**config.mk**
```make
export PLATFORM = sky130hd
export DESIGN_NAME = i2s_rx_deserializer
export DESIGN_NICKNAME = d
export VERILOG_FILES = /design/src/rtl/audio_pkg.sv /design/src/rtl/sync_edge_detect.sv /design/src/rtl/i2s_rx_deserializer.sv
export SDC_FILE = /design/constraint.sdc
export NUM_CORES = 1
export LEC_CHECK = 0
export CORE_AREA = 2 2 87 98
export DETAILED_ROUTE_END_ITERATION = 7
export DIE_AREA = 0 0 89 100
export GPL_ROUTABILITY_DRIVEN = 0
export GPL_TIMING_DRIVEN = 0
export HOLD_SLACK_MARGIN = 0.02
export PLACE_DENSITY = 0.83
export SETUP_SLACK_MARGIN = 0.05
export SKIP_LAST_GASP = 1
export SLEW_MARGIN = 20
export SYNTH_ARGS = -nofsm -noshare
export SYNTH_HDL_FRONTEND = slang
export SYNTH_SLANG_ARGS = --single-unit
```
**constraint.sdc**
```tcl
create_clock -name clk -period 3.3 [get_ports clk]
set_input_delay 0.66 -clock clk [delete_from_list [all_inputs] [get_ports clk]]
set_output_delay 0.66 -clock clk [all_outputs]
set_load 0.1 [all_outputs]
```
**src/rtl/audio_pkg.sv**
```systemverilog
`default_nettype none
// +--------------------------------------------------------------------+
// | audio_pkg: shared audio-path widths, defaults and rx state enum.    |
// | Rev 1.0                                                            |
// +--------------------------------------------------------------------+
package audio_pkg;

  localparam int AUDIO_DW              = 24;
  localparam int AUDIO_I2S_SYNC_STAGES = 2;

  typedef enum logic [1:0] {
    IDLE    = 2'd0,
    SEEK    = 2'd1,
    RECEIVE = 2'd2
  } rx_state_e;

endpackage
`default_nettype wire

```
**src/rtl/sync_edge_detect.sv**
```systemverilog
`default_nettype none
// +--------------------------------------------------------------------+
// | sync_edge_detect: N-flop synchronizer with registered rising pulse. |
// | Rev 1.0                                                            |
// +--------------------------------------------------------------------+
module sync_edge_detect
  import audio_pkg::*;
#(
  parameter int SYNC_STAGES = AUDIO_I2S_SYNC_STAGES
) (
  input  logic clk,
  input  logic reset_n,
  input  logic async_in,
  output logic level,
  output logic rise
);

  logic [SYNC_STAGES-1:0] r_sync;
  logic                   r_prev;

  assign level = r_sync[SYNC_STAGES-1];

  // The rise pulse is registered so that the downstream framing logic
  // lands its strobe exactly SYNC_STAGES+2 cycles after the pin edge.
  always_ff @(posedge clk or negedge reset_n) begin
    if (!reset_n) begin
      r_sync <= '0;
      r_prev <= 1'b0;
      rise   <= 1'b0;
    end else begin
      r_sync <= {r_sync[SYNC_STAGES-2:0], async_in};
      r_prev <= r_sync[SYNC_STAGES-1];
      rise   <= r_sync[SYNC_STAGES-1] & ~r_prev;
    end
  end

endmodule
`default_nettype wire

```
**src/rtl/i2s_rx_deserializer.sv**
```systemverilog
`default_nettype none
// +--------------------------------------------------------------------+
// | i2s_rx_deserializer: I2S receive front end, 24-bit L/R PCM output.  |
// | Optional error counter: define AUDIO_I2S_RX_ERR_CNT_EN.  Rev 1.0    |
// +--------------------------------------------------------------------+
module i2s_rx_deserializer
  import audio_pkg::*;
#(
  parameter int DATA_WIDTH     = AUDIO_DW,
  parameter int SYNC_STAGES    = AUDIO_I2S_SYNC_STAGES,
  parameter int TIMEOUT_CYCLES = 1024
) (
  input  logic                  clk,
  input  logic                  reset_n,
  input  logic                  enable,
  input  logic                  bclk,
  input  logic                  lrclk,
  input  logic                  s_data,
  output logic                  l_data_stb,
  output logic                  r_data_stb,
  output logic [DATA_WIDTH-1:0] l_data,
  output logic [DATA_WIDTH-1:0] r_data,
  output logic                  locked
`ifdef AUDIO_I2S_RX_ERR_CNT_EN
  , output logic                frame_err
  , output logic [7:0]          err_count
`endif
);

  localparam int CNT_W = $clog2(DATA_WIDTH + 1);
  localparam int TMO_W = $clog2(TIMEOUT_CYCLES + 1);

  logic w_bclk_rise, w_lr, w_sd;
  logic w_bclk_level_unused, w_lr_rise_unused, w_sd_rise_unused;

  sync_edge_detect #(.SYNC_STAGES(SYNC_STAGES)) u_bclk_sync (
    .clk(clk), .reset_n(reset_n), .async_in(bclk),
    .level(w_bclk_level_unused), .rise(w_bclk_rise));
  sync_edge_detect #(.SYNC_STAGES(SYNC_STAGES)) u_lrclk_sync (
    .clk(clk), .reset_n(reset_n), .async_in(lrclk),
    .level(w_lr), .rise(w_lr_rise_unused));
  sync_edge_detect #(.SYNC_STAGES(SYNC_STAGES)) u_sdata_sync (
    .clk(clk), .reset_n(reset_n), .async_in(s_data),
    .level(w_sd), .rise(w_sd_rise_unused));

  rx_state_e             r_state, n_state;
  logic                  r_prev_lr, n_prev_lr;
  logic                  r_slot_lr, n_slot_lr;
  logic [CNT_W-1:0]      r_bit_cnt, n_bit_cnt;
  logic [DATA_WIDTH-1:0] r_shift, n_shift;
  logic [TMO_W-1:0]      r_tmo, n_tmo;
  logic [DATA_WIDTH-1:0] n_l_data, n_r_data;
  logic                  n_l_stb, n_r_stb, n_locked;
  logic                  w_lr_edge, w_timeout, w_err;
  logic [DATA_WIDTH-1:0] w_word;

  assign w_lr_edge = w_bclk_rise && (w_lr != r_prev_lr);
  assign w_timeout = (r_state != IDLE) && !w_bclk_rise &&
                     (r_tmo == TMO_W'(TIMEOUT_CYCLES - 1));
  assign w_word    = {r_shift[DATA_WIDTH-2:0], w_sd};

  always_comb begin
    n_state   = r_state;
    n_prev_lr = w_bclk_rise ? w_lr : r_prev_lr;
    n_slot_lr = r_slot_lr;
    n_bit_cnt = r_bit_cnt;
    n_shift   = r_shift;
    n_tmo     = (r_state == IDLE || w_bclk_rise || w_timeout) ? '0 : r_tmo + TMO_W'(1);
    n_l_data  = l_data;
    n_r_data  = r_data;
    n_l_stb   = 1'b0;
    n_r_stb   = 1'b0;
    n_locked  = locked;
    w_err     = 1'b0;

    case (r_state)
      IDLE: begin
        if (enable) n_state = SEEK;
      end
      SEEK: begin
        // Only the start of a left slot (lrclk 1->0) opens a frame.
        if (w_lr_edge && !w_lr) begin
          n_state   = RECEIVE;
          n_bit_cnt = '0;
          n_slot_lr = 1'b0;
        end
      end
      RECEIVE: begin
        if (w_timeout) begin
          n_state   = SEEK;
          n_locked  = 1'b0;
          n_bit_cnt = '0;
          w_err     = 1'b1;
        end else if (w_lr_edge) begin
          if (r_bit_cnt != CNT_W'(DATA_WIDTH)) begin
            n_state  = SEEK;
            n_locked = 1'b0;
            w_err    = 1'b1;
          end
          n_bit_cnt = '0;
          n_slot_lr = w_lr;
        end else if (w_bclk_rise && r_bit_cnt != CNT_W'(DATA_WIDTH)) begin
          n_shift   = w_word;
          n_bit_cnt = r_bit_cnt + CNT_W'(1);
          if (r_bit_cnt == CNT_W'(DATA_WIDTH - 1)) begin
            if (r_slot_lr) begin
              n_r_data = w_word;
              n_r_stb  = 1'b1;
            end else begin
              n_l_data = w_word;
              n_l_stb  = 1'b1;
              n_locked = 1'b1;
            end
          end
        end
      end
      default: n_state = IDLE;
    endcase

    if (!enable) begin
      n_state   = IDLE;
      n_locked  = 1'b0;
      n_bit_cnt = '0;
      n_tmo     = '0;
      n_l_stb   = 1'b0;
      n_r_stb   = 1'b0;
      n_l_data  = l_data;
      n_r_data  = r_data;
      w_err     = 1'b0;
    end
  end

  always_ff @(posedge clk or negedge reset_n) begin
    if (!reset_n) begin
      r_state    <= IDLE;
      r_prev_lr  <= 1'b0;
      r_slot_lr  <= 1'b0;
      r_bit_cnt  <= '0;
      r_shift    <= '0;
      r_tmo      <= '0;
      l_data     <= '0;
      r_data     <= '0;
      l_data_stb <= 1'b0;
      r_data_stb <= 1'b0;
      locked     <= 1'b0;
    end else begin
      r_state    <= n_state;
      r_prev_lr  <= n_prev_lr;
      r_slot_lr  <= n_slot_lr;
      r_bit_cnt  <= n_bit_cnt;
      r_shift    <= n_shift;
      r_tmo      <= n_tmo;
      l_data     <= n_l_data;
      r_data     <= n_r_data;
      l_data_stb <= n_l_stb;
      r_data_stb <= n_r_stb;
      locked     <= n_locked;
    end
  end

`ifdef AUDIO_I2S_RX_ERR_CNT_EN
  always_ff @(posedge clk or negedge reset_n) begin
    if (!reset_n) begin
      frame_err <= 1'b0;
      err_count <= 8'd0;
    end else begin
      frame_err <= w_err;
      if (!enable)
        err_count <= 8'd0;
      else if (w_err && err_count != 8'hFF)
        err_count <= err_count + 8'd1;
    end
  end
`else
  logic w_err_unused;
  assign w_err_unused = w_err;
`endif

endmodule
`default_nettype wire

```
======== Word-level counts from Yosys, hierarchy flattened ========
Index checks and enable logic that the tools add are counted.
word-level totals
  register bits after elaboration ......... 102
  bits of input ports ..................... 6
  logic and storage cells ................. 101
operators by class
  reduce and logical (&&, ||, !) cells .... 19
  eq/ne operators ......................... 19
  bitwise operators ....................... 5
  add/subtract/negate cells ............... 2
  mux-type cells .......................... 40
operators by type and width
  kind                   number
  $mux 1                 25
  $mux 5                 5
  $mux 11                2
  $reduce_and 7->1       2
  $add 11x1->11 const B  1
  $eq 11x10->1 const B   1
  $mux 2                 5
  $ne 5x5->1 const B     2
  $pmux 5 s2             1
  $ne 4x1->1 const B     2
  $ne 4x2->1 const B     2
  $ne 4x4->1 const B     2
  $reduce_and 4->1       2
  $ne 2x2->1 const B     3
  $pmux 2 s3             1
  $reduce_and 3->1       2
  $add 5x1->5 const B    1
  $eq 5x5->1 const B     1
  $logic_and 1x1->1      5
  $reduce_and 5->1       1
  $not 1->1              4
  $reduce_bool 2->1      2
  $ne 3x1->1 const B     1
  $ne 3x3->1 const B     1
  other kinds (9)        11

======== Depth between registers and ports, before layout ========
Gate-level depths: netlist of the first run.
  word-level depth ........................ 7
  gate-level depth with buffers ........... 7
  mapped depth without buffers ............ 6

======== By module ========
From an unflattened synthesis of the first run, not the netlist that was laid out.
unflattened totals
  cell total of the unflattened synthesis .. 292
  area, all modules ....................... 4,310.4 um^2
modules (own cells, without submodules)
  module               times used  area an instance (um^2)  cells an instance
  i2s_rx_deserializer  1           3,968.8                  277
  sync_edge_detect     3           113.9                    5

======== Least setup slack after synthesis of the first run ========
OpenSTA, ideal clock, no wires.
  path kind ............................... reg2reg
  start point ............................. reg r_bit_cnt[0]
  end point ............................... reg l_data[0]
  period minus slack after synthesis ...... 1.918 ns
  setup time .............................. 0.126 ns
  data required time ...................... 3.174 ns
  path buffers ............................ 2
  data arrival time ....................... 1.791 ns
  stages on the path, launching flop included .. 8
  setup slack ............................. 1.382 ns
  path through ............................ dfrtp_1 ha_1 nand4b_1 a2111oi_2 and2b_1 buf_6 buf_12 mux2_4
on the way
  longest elaborated chain between the ends .. 3
  elaborated cells on any way between the ends .. 4
  classes of those cells .................. eq/ne: 2; reduce/logical: 2
RTL lines
  element                       RTL line                    RTL
  start, declared               i2s_rx_deserializer.sv:49   logic [CNT_W-1:0] r_bit_cnt, n_bit_cnt;
  start signal, assigned        i2s_rx_deserializer.sv:150  r_bit_cnt <= n_bit_cnt;
  $ne 5x5->1                    i2s_rx_deserializer.sv:102  end else if (w_bclk_rise && r_bit_cnt != CNT_W'(DATA_WIDTH)) begin
  $logic_and 1x1->1             i2s_rx_deserializer.sv:102
  $reduce_and 7->1 (no line) *  n/a
  end signal, assigned          i2s_rx_deserializer.sv:153  l_data <= n_l_data;
  end, declared                 i2s_rx_deserializer.sv:21   output logic [DATA_WIDTH-1:0] l_data,
Every way passes the cells marked *; elsewhere a longest branch is shown, timed or not.
A chain may end at the register's enable or synchronous reset.

======== Worst setup path after layout of the first run ========
  start point ............................. reg r_data[6]
  end point ............................... out r_data[6]
RTL lines
  element                 RTL line                    RTL
  start, declared         i2s_rx_deserializer.sv:22   output logic [DATA_WIDTH-1:0] r_data,
  start signal, assigned  i2s_rx_deserializer.sv:154  r_data <= n_r_data;
No word-level cell between the ends.

==> impl_metrics.toml, run 1 <==
[clock_tree]
cts_tree = "done"
cts.root.buffer_cell = "clkbuf_8"
cts_max_level = 3
cts_made_buffers = 9
cts.clk_slew.worst_paths_ns = 0.10
ctsHoldBuffers = 0
ctsResizeCount = 0
post_cts_buffers = 0
clkLatencyLatePin_ns = 0.36
clock_path_buffers = 2
clock-sinks = 102

[min_path]
min_path_type = "in2async"

[critical_path]
critPathLaunchType = "flip-flop"
endpoint = "r_data[6]"
rr_startpoint = "r_bit_cnt[0]"
cp_data_arrival_time_ns = 1.90
crit_chain = "clkdlybuf4s50_1"
cp_slowest_stage_delay_ns = 1.15
cp_num_cells = 1
cp.required_ns = 2.64
path_buf_inv = 1
path_class = "reg2out"
r2r-end = "l_data[6]"
endpoint_kind = "primary output"
crit_path_start = "r_data[6]"
slowest_stage = "clkdlybuf4s50_1"
cpLargestDelayFamily = "buffers and inverters"
path_max_fanout = 2
reg2reg_setup_slack_ns = 1.14
reg2reg_depth = 7

[final_layout]
drive_gt1_share_pct = 28.8
num_antenna_cells = 0
nets = 365
design_area_um2 = 5180
final_cell_mix = "102 x dfrtp_1, 55 x clkdlybuf4s50_1, 40 x mux2_4"
layout_commonest_cell = "dfrtp_1"
area_growth_pct = 21.6

[sta]
fin_crit_sh_pct = 77.6
fin_tns_setup_ns = 0
worst_slew_pin_slew_ns = 1.01
finClkSkew_ns = 0.0103
fmax_mhz = 390
final-hold-violation-count = 0
setup_viol = 0
rsz0062_at_grt = "false"
drv_slew = 0
period_needed_ns = 2.56
slew_headroom_pct = 32.8

[synthesis]
synthCells = 288
netlist.area_leader.share_pct = 59.9
synth.largest_area_cell = "dfrtp_1"
synth-edff-count = 0
synth_area_leaders = "dfrtp_1 60%, mux2_4 14%, mux2_2 8.5%"
syn_area_um2 = 4260
async_flop_share_pct = 100
synth.distinct_cells = 41
ys_warn_count = 0
synth-seq-cells = 102
ys_seq_area_share_pct = 59.9
syn_area_per_cell_um2 = 14.8
synthesis.nets = 297
synth-main-ff-cell = "dfrtp_1"

[detailed_routing]
first_iter_violations = 100
dr_total_vias = 2530
ant_nets = 0
wl_per_cell_um = 15.5
wl_um = 7320
viasPerCell = 5.36
drc_errors = 0
drt-pass1-iter-count = 5

[floorplan]
die_area_um2 = 8900
initial_core_util_pct = 52.9
die_y_um = 100
fp-row-count = 35
die_w_um = 89
coreArea_um2 = 8060
io_pins = 57

[pwr]
power_leakage_nw = 2.45
ir_drop_v = 0.000172
powerDensity_nw_per_um2 = 403

[placed_design]
dp_hpwl_um = 5200
post_dp_cell_area_um2 = 4990
port_buffers = 56

[grt]
grt_use_met2_pct = 29.0
use_met3_pct = 3.95
top_usage_layer = "met2"
grt_start_max_net_pins = 69
grt_pass1_wl_um = 12500
grt_usage_pct = 18.3
antenna_found_initial = 0
met1_usage_pct = 24.2
first_global_vias = 2590
overflow = 0

[status]
status = "finished, final reports clean"

[flow_run]
cap_viol_max_count = 0
stage by stage:
step           util, %  cells  setup slack [ns]  hold WS, ns  power, mW
2_1_floorplan        -    288              1.38        0.331       1.32
3_3_place_gp      61.6    455             -2.02        0.333       1.35
3_5_place_dp      61.9    456             0.765        0.336       1.36
4_1_cts           64.3    472             0.716        0.166       2.11
5_1_grt           64.3    472             0.685        0.175       2.17
6_report          64.3    472             0.739        0.167       2.09
cells in the mapped netlist, types with 4 or more instances:
cell	number
o22ai_1	5
xor2_1	6
mux2_2	32
buf_2	4
nor2_1	14
inv_1	7
nand4b_1	4
dfrtp_1	102
nand2_1	10
a21oi_1	6
mux2_4	40
nand3_1	9
area by class of cell:
type	count	area, um^2
plain buffers	12	105
clock buffers	10	138
clock inverters	6	55.1
fillers	603	2870
inverters	7	26.3
multi-input cells	167	1580
flip-flops and latches	102	2550
well taps	111	139
repair buffers	57	589
worst min-delay path by stage:
stage,from,to,slack (ns),cells past startpoint
finish,reset_n,r_data[11],0.17,1
global route,reset_n,r_data[7],0.17,1
CTS,reset_n,r_data[7],0.17,1
detailed placement,u_lrclk_sync.r_sync[0],u_lrclk_sync.r_sync[1],0.34,0
global placement,u_bclk_sync.r_sync[0],u_bclk_sync.r_sync[1],0.33,0
floorplan,u_bclk_sync.r_sync[0],u_bclk_sync.r_sync[1],0.33,0
state kept, by name, indices dropped and copies added, names as in the netlist:
name and count:
r_data 24, r_prev_lr 1, l_data_stb 1, l_data 24
u_bclk_sync.r_prev 1, r_bit_cnt 5, u_sdata_sync.r_sync 2, r_state 2
r_shift 23, u_bclk_sync.r_sync 2, r_tmo 11, u_lrclk_sync.r_sync 2
locked 1, r_slot_lr 1, u_bclk_sync.rise 1, r_data_stb 1
kinds of logic after synthesis:
kind of cell,synth area share (%)
xor gates and xnor gates,1.85
AOI/OAI and AO/OA,4.02
muxes,22.5
adders and majority gates,0.881
and+or+nand+nor,7.75
DFF,59.9
buffers and inverters,3.08
metal layers:
metal | vias to the layer above | routed length, um
met3 | 14 | 263
met5 | - | 0
li1 | 1160 | -
met4 | 0 | 124
met1 | 1295 | 3150
met2 | 61 | 3780
where the power goes:
group | total, mW | switching (mW) | leakage (nW) | internal, mW
sequential | 1.27 | 0.00933 | 1.40 | 1.26
clock | 0.756 | 0.448 | 0.0925 | 0.308
combinational | 0.0645 | 0.0427 | 0.951 | 0.0218
total | 2.09 | 0.500 | 2.45 | 1.59
(Power assumes the default switching activity.)
==> inputs of run 2 (changes only) <==
--- a/config.mk
+++ b/config.mk
@@ -5,13 +5,13 @@
 export SDC_FILE = /design/constraint.sdc
 export NUM_CORES = 1
 export LEC_CHECK = 0
-export CORE_AREA = 2 2 87 98
+export CORE_AREA = 2 2 92 103
 export DETAILED_ROUTE_END_ITERATION = 7
-export DIE_AREA = 0 0 89 100
+export DIE_AREA = 0 0 94 105
 export GPL_ROUTABILITY_DRIVEN = 0
 export GPL_TIMING_DRIVEN = 0
 export HOLD_SLACK_MARGIN = 0.02
-export PLACE_DENSITY = 0.83
+export PLACE_DENSITY = 0.79
 export SETUP_SLACK_MARGIN = 0.05
 export SKIP_LAST_GASP = 1
 export SLEW_MARGIN = 20
==> constraint.sdc (replaced) <==
create_clock -name clk -period 2.2 [get_ports clk]
set_input_delay 0.44 -clock clk [delete_from_list [all_inputs] [get_ports clk]]
set_output_delay 0.44 -clock clk [all_outputs]
set_load 0.1 [all_outputs]
==> impl_metrics.toml, run 2 (synthesis results as in run 1) <==
[status]
status = "finished, final reports clean"

[final_layout]
reg_top3 = "l_data x24, r_data x24, r_shift x23"
layout_commonest_cell = "dfrtp_1"
nets = 366
register_area_um2 = 2550
area_growth_pct = 21.4
drive_gt1_share_pct = 28.8
num_antenna_cells = 0
fill_cells = 686
finish.utilization_pct = 58.9
multiInputGateArea_um2 = 1590
final_cell_mix = "102 x dfrtp_1, 51 x dlygate4sd2_1, 40 x mux2_4"

[pwr]
clockPowerShare_pct = 39.1
combPwrFrac_pct = 3.1
finalPower_mw = 3.29
p_sw_uw = 694
p_int_mw = 2.59
power_leakage_nw = 2.72
swShare_pct = 21.1
ir_drop_v = 0.000375
powerDensity_nw_per_um2 = 635
pwr-share-seq_pct = 57.9

[sta]
slew_headroom_pct = 33.9
rsz0062_at_grt = "false"
timing.final.ws_setup_ns = 0.144
worst_slew_pin_slew_ns = 0.996
period_needed_ns = 2.06
fin_crit_sh_pct = 93.4
finClkSkew_ns = 0.0126
fmax_mhz = 486
setup_viol = 0
final-hold-violation-count = 0
drv_slew = 0

[critical_path]
cp_slowest_stage_delay_ns = 0.87
path_buf_inv = 1
endpoint = "l_data[4]"
rr_startpoint = "r_bit_cnt[0]"
cp_num_cells = 1
path_class = "reg2out"
critPathLaunchType = "flip-flop"
endpoint_kind = "primary output"
slowest_stage = "dlygate4sd2_1"
cp.required_ns = 1.76
path_max_fanout = 2
r2r-end = "l_data[5]"
reg2reg_setup_slack_ns = 0.20
cpLargestDelayFamily = "buffers and inverters"
crit_path_start = "l_data[4]"
reg2reg_depth = 7
crit_chain = "dlygate4sd2_1"
cp_data_arrival_time_ns = 1.62

[detailed_routing]
wl_per_cell_um = 15.5
ant_nets = 0
viasPerCell = 5.20
wl_um = 7360
first_iter_violations = 79
dr_total_vias = 2471
drt-pass1-iter-count = 4
drc_errors = 0

[grt]
overflow = 0
grt_usage_pct = 16.0
grt_start_max_net_pins = 82
grt_pass1_wl_um = 12300
antenna_found_initial = 0
first_global_vias = 2488

[clock_tree]
cts_max_level = 3
clkLatencyLatePin_ns = 0.36
cts_tree = "done"
clock-sinks = 102
cts.clk_slew.worst_paths_ns = 0.09
cts_made_buffers = 9
cts.root.buffer_cell = "clkbuf_8"
post_cts_buffers = 0
clock_path_buffers = 2

[placed_design]
port_buffers = 56
dp_hpwl_um = 5020
dp_slack_ns = -0.122

[floorplan]
die_y_um = 105
die_area_um2 = 9870
die_w_um = 94
initial_core_util_pct = 48.5
coreArea_um2 = 8780
fp-row-count = 36
io_pins = 57

[flow_run]
cap_viol_max_count = 0

[min_path]
min_path_type = "reg2reg"
[run 2: cell count changes in the layout (fill, tap and decap cells not counted)]
cell,before,now
dlygate4sd3_1,0,1
clkinv_4,2,1
clkinvlp_4,2,0
ha_1,3,2
clkdlybuf4s50_1,55,4
ha_2,0,1
inv_6,0,1
a2111oi_4,0,1
dlygate4sd2_1,0,51
clkinv_2,0,1
inv_8,2,0
bufinv_16,0,2
a2111oi_2,1,0
[run 2: repair_timing]
action                                  4_1_cts  5_1_grt
hold buffers                                  1        0
endpoints found under the hold margin        21        0
endpoints found under the setup margin       51       20
pin swaps                                     0        1
resized for setup                            51        2
[run 2: metal layers]
layer | vias up | wire length (um) | GRT usage, %
met5 | - | 0 | 0
met1 | 1255 | 3230 | 20.4
li1 | 1155 | - | -
met4 | 0 | 140 | 6.83
met3 | 12 | 231 | 3.60
met2 | 49 | 3760 | 26.1
[run 2: layout make-up]
cell class	count	share of cell area [%]
well taps	114	2.76
inverters	7	0.508
plain buffers	12	2.03
clock buffers	10	2.66
repair buffers	58	10.3
clock inverters	5	1.60
multi-input cells	167	30.8
flip-flops and latches	102	49.3
[run 2: metrics by stage]
stage | hold slack [ns] | std cells | instance area [um^2] | setup TNS [ns]
2_1_floorplan | 0.144 | 288 | 4260 | 0
3_3_place_gp | 0.332 | 458 | 4970 | -302.01
3_5_place_dp | 0.299 | 459 | 4990 | -2.77
4_1_cts | 0.356 | 475 | 5160 | 0
5_1_grt | 0.364 | 475 | 5180 | 0
6_report | 0.353 | 475 | 5180 | 0
[run 2: worst min-delay path by stage]
stage,start,to,slack (ns),depth (start not counted)
finish,u_lrclk_sync.r_sync[0],u_lrclk_sync.r_sync[1],0.35,0
global route,u_sdata_sync.r_sync[0],u_sdata_sync.r_sync[1],0.36,0
CTS,u_lrclk_sync.r_sync[0],u_lrclk_sync.r_sync[1],0.36,0
detailed placement,reset_n,l_data[12],0.30,1
global placement,u_lrclk_sync.r_sync[0],u_lrclk_sync.r_sync[1],0.33,0
floorplan,reset_n,l_data[0],0.14,0
[run 2: power by group through the flow]
stage               Clock, mW  Combinational (mW)  Sequential [mW]
detailed placement          0              0.0993             1.94
CTS                      1.32               0.101             1.90
global placement            0              0.0910             1.94
global route             1.40               0.115             1.90
floorplan                   0              0.0397             1.94
finish                   1.28               0.101             1.90
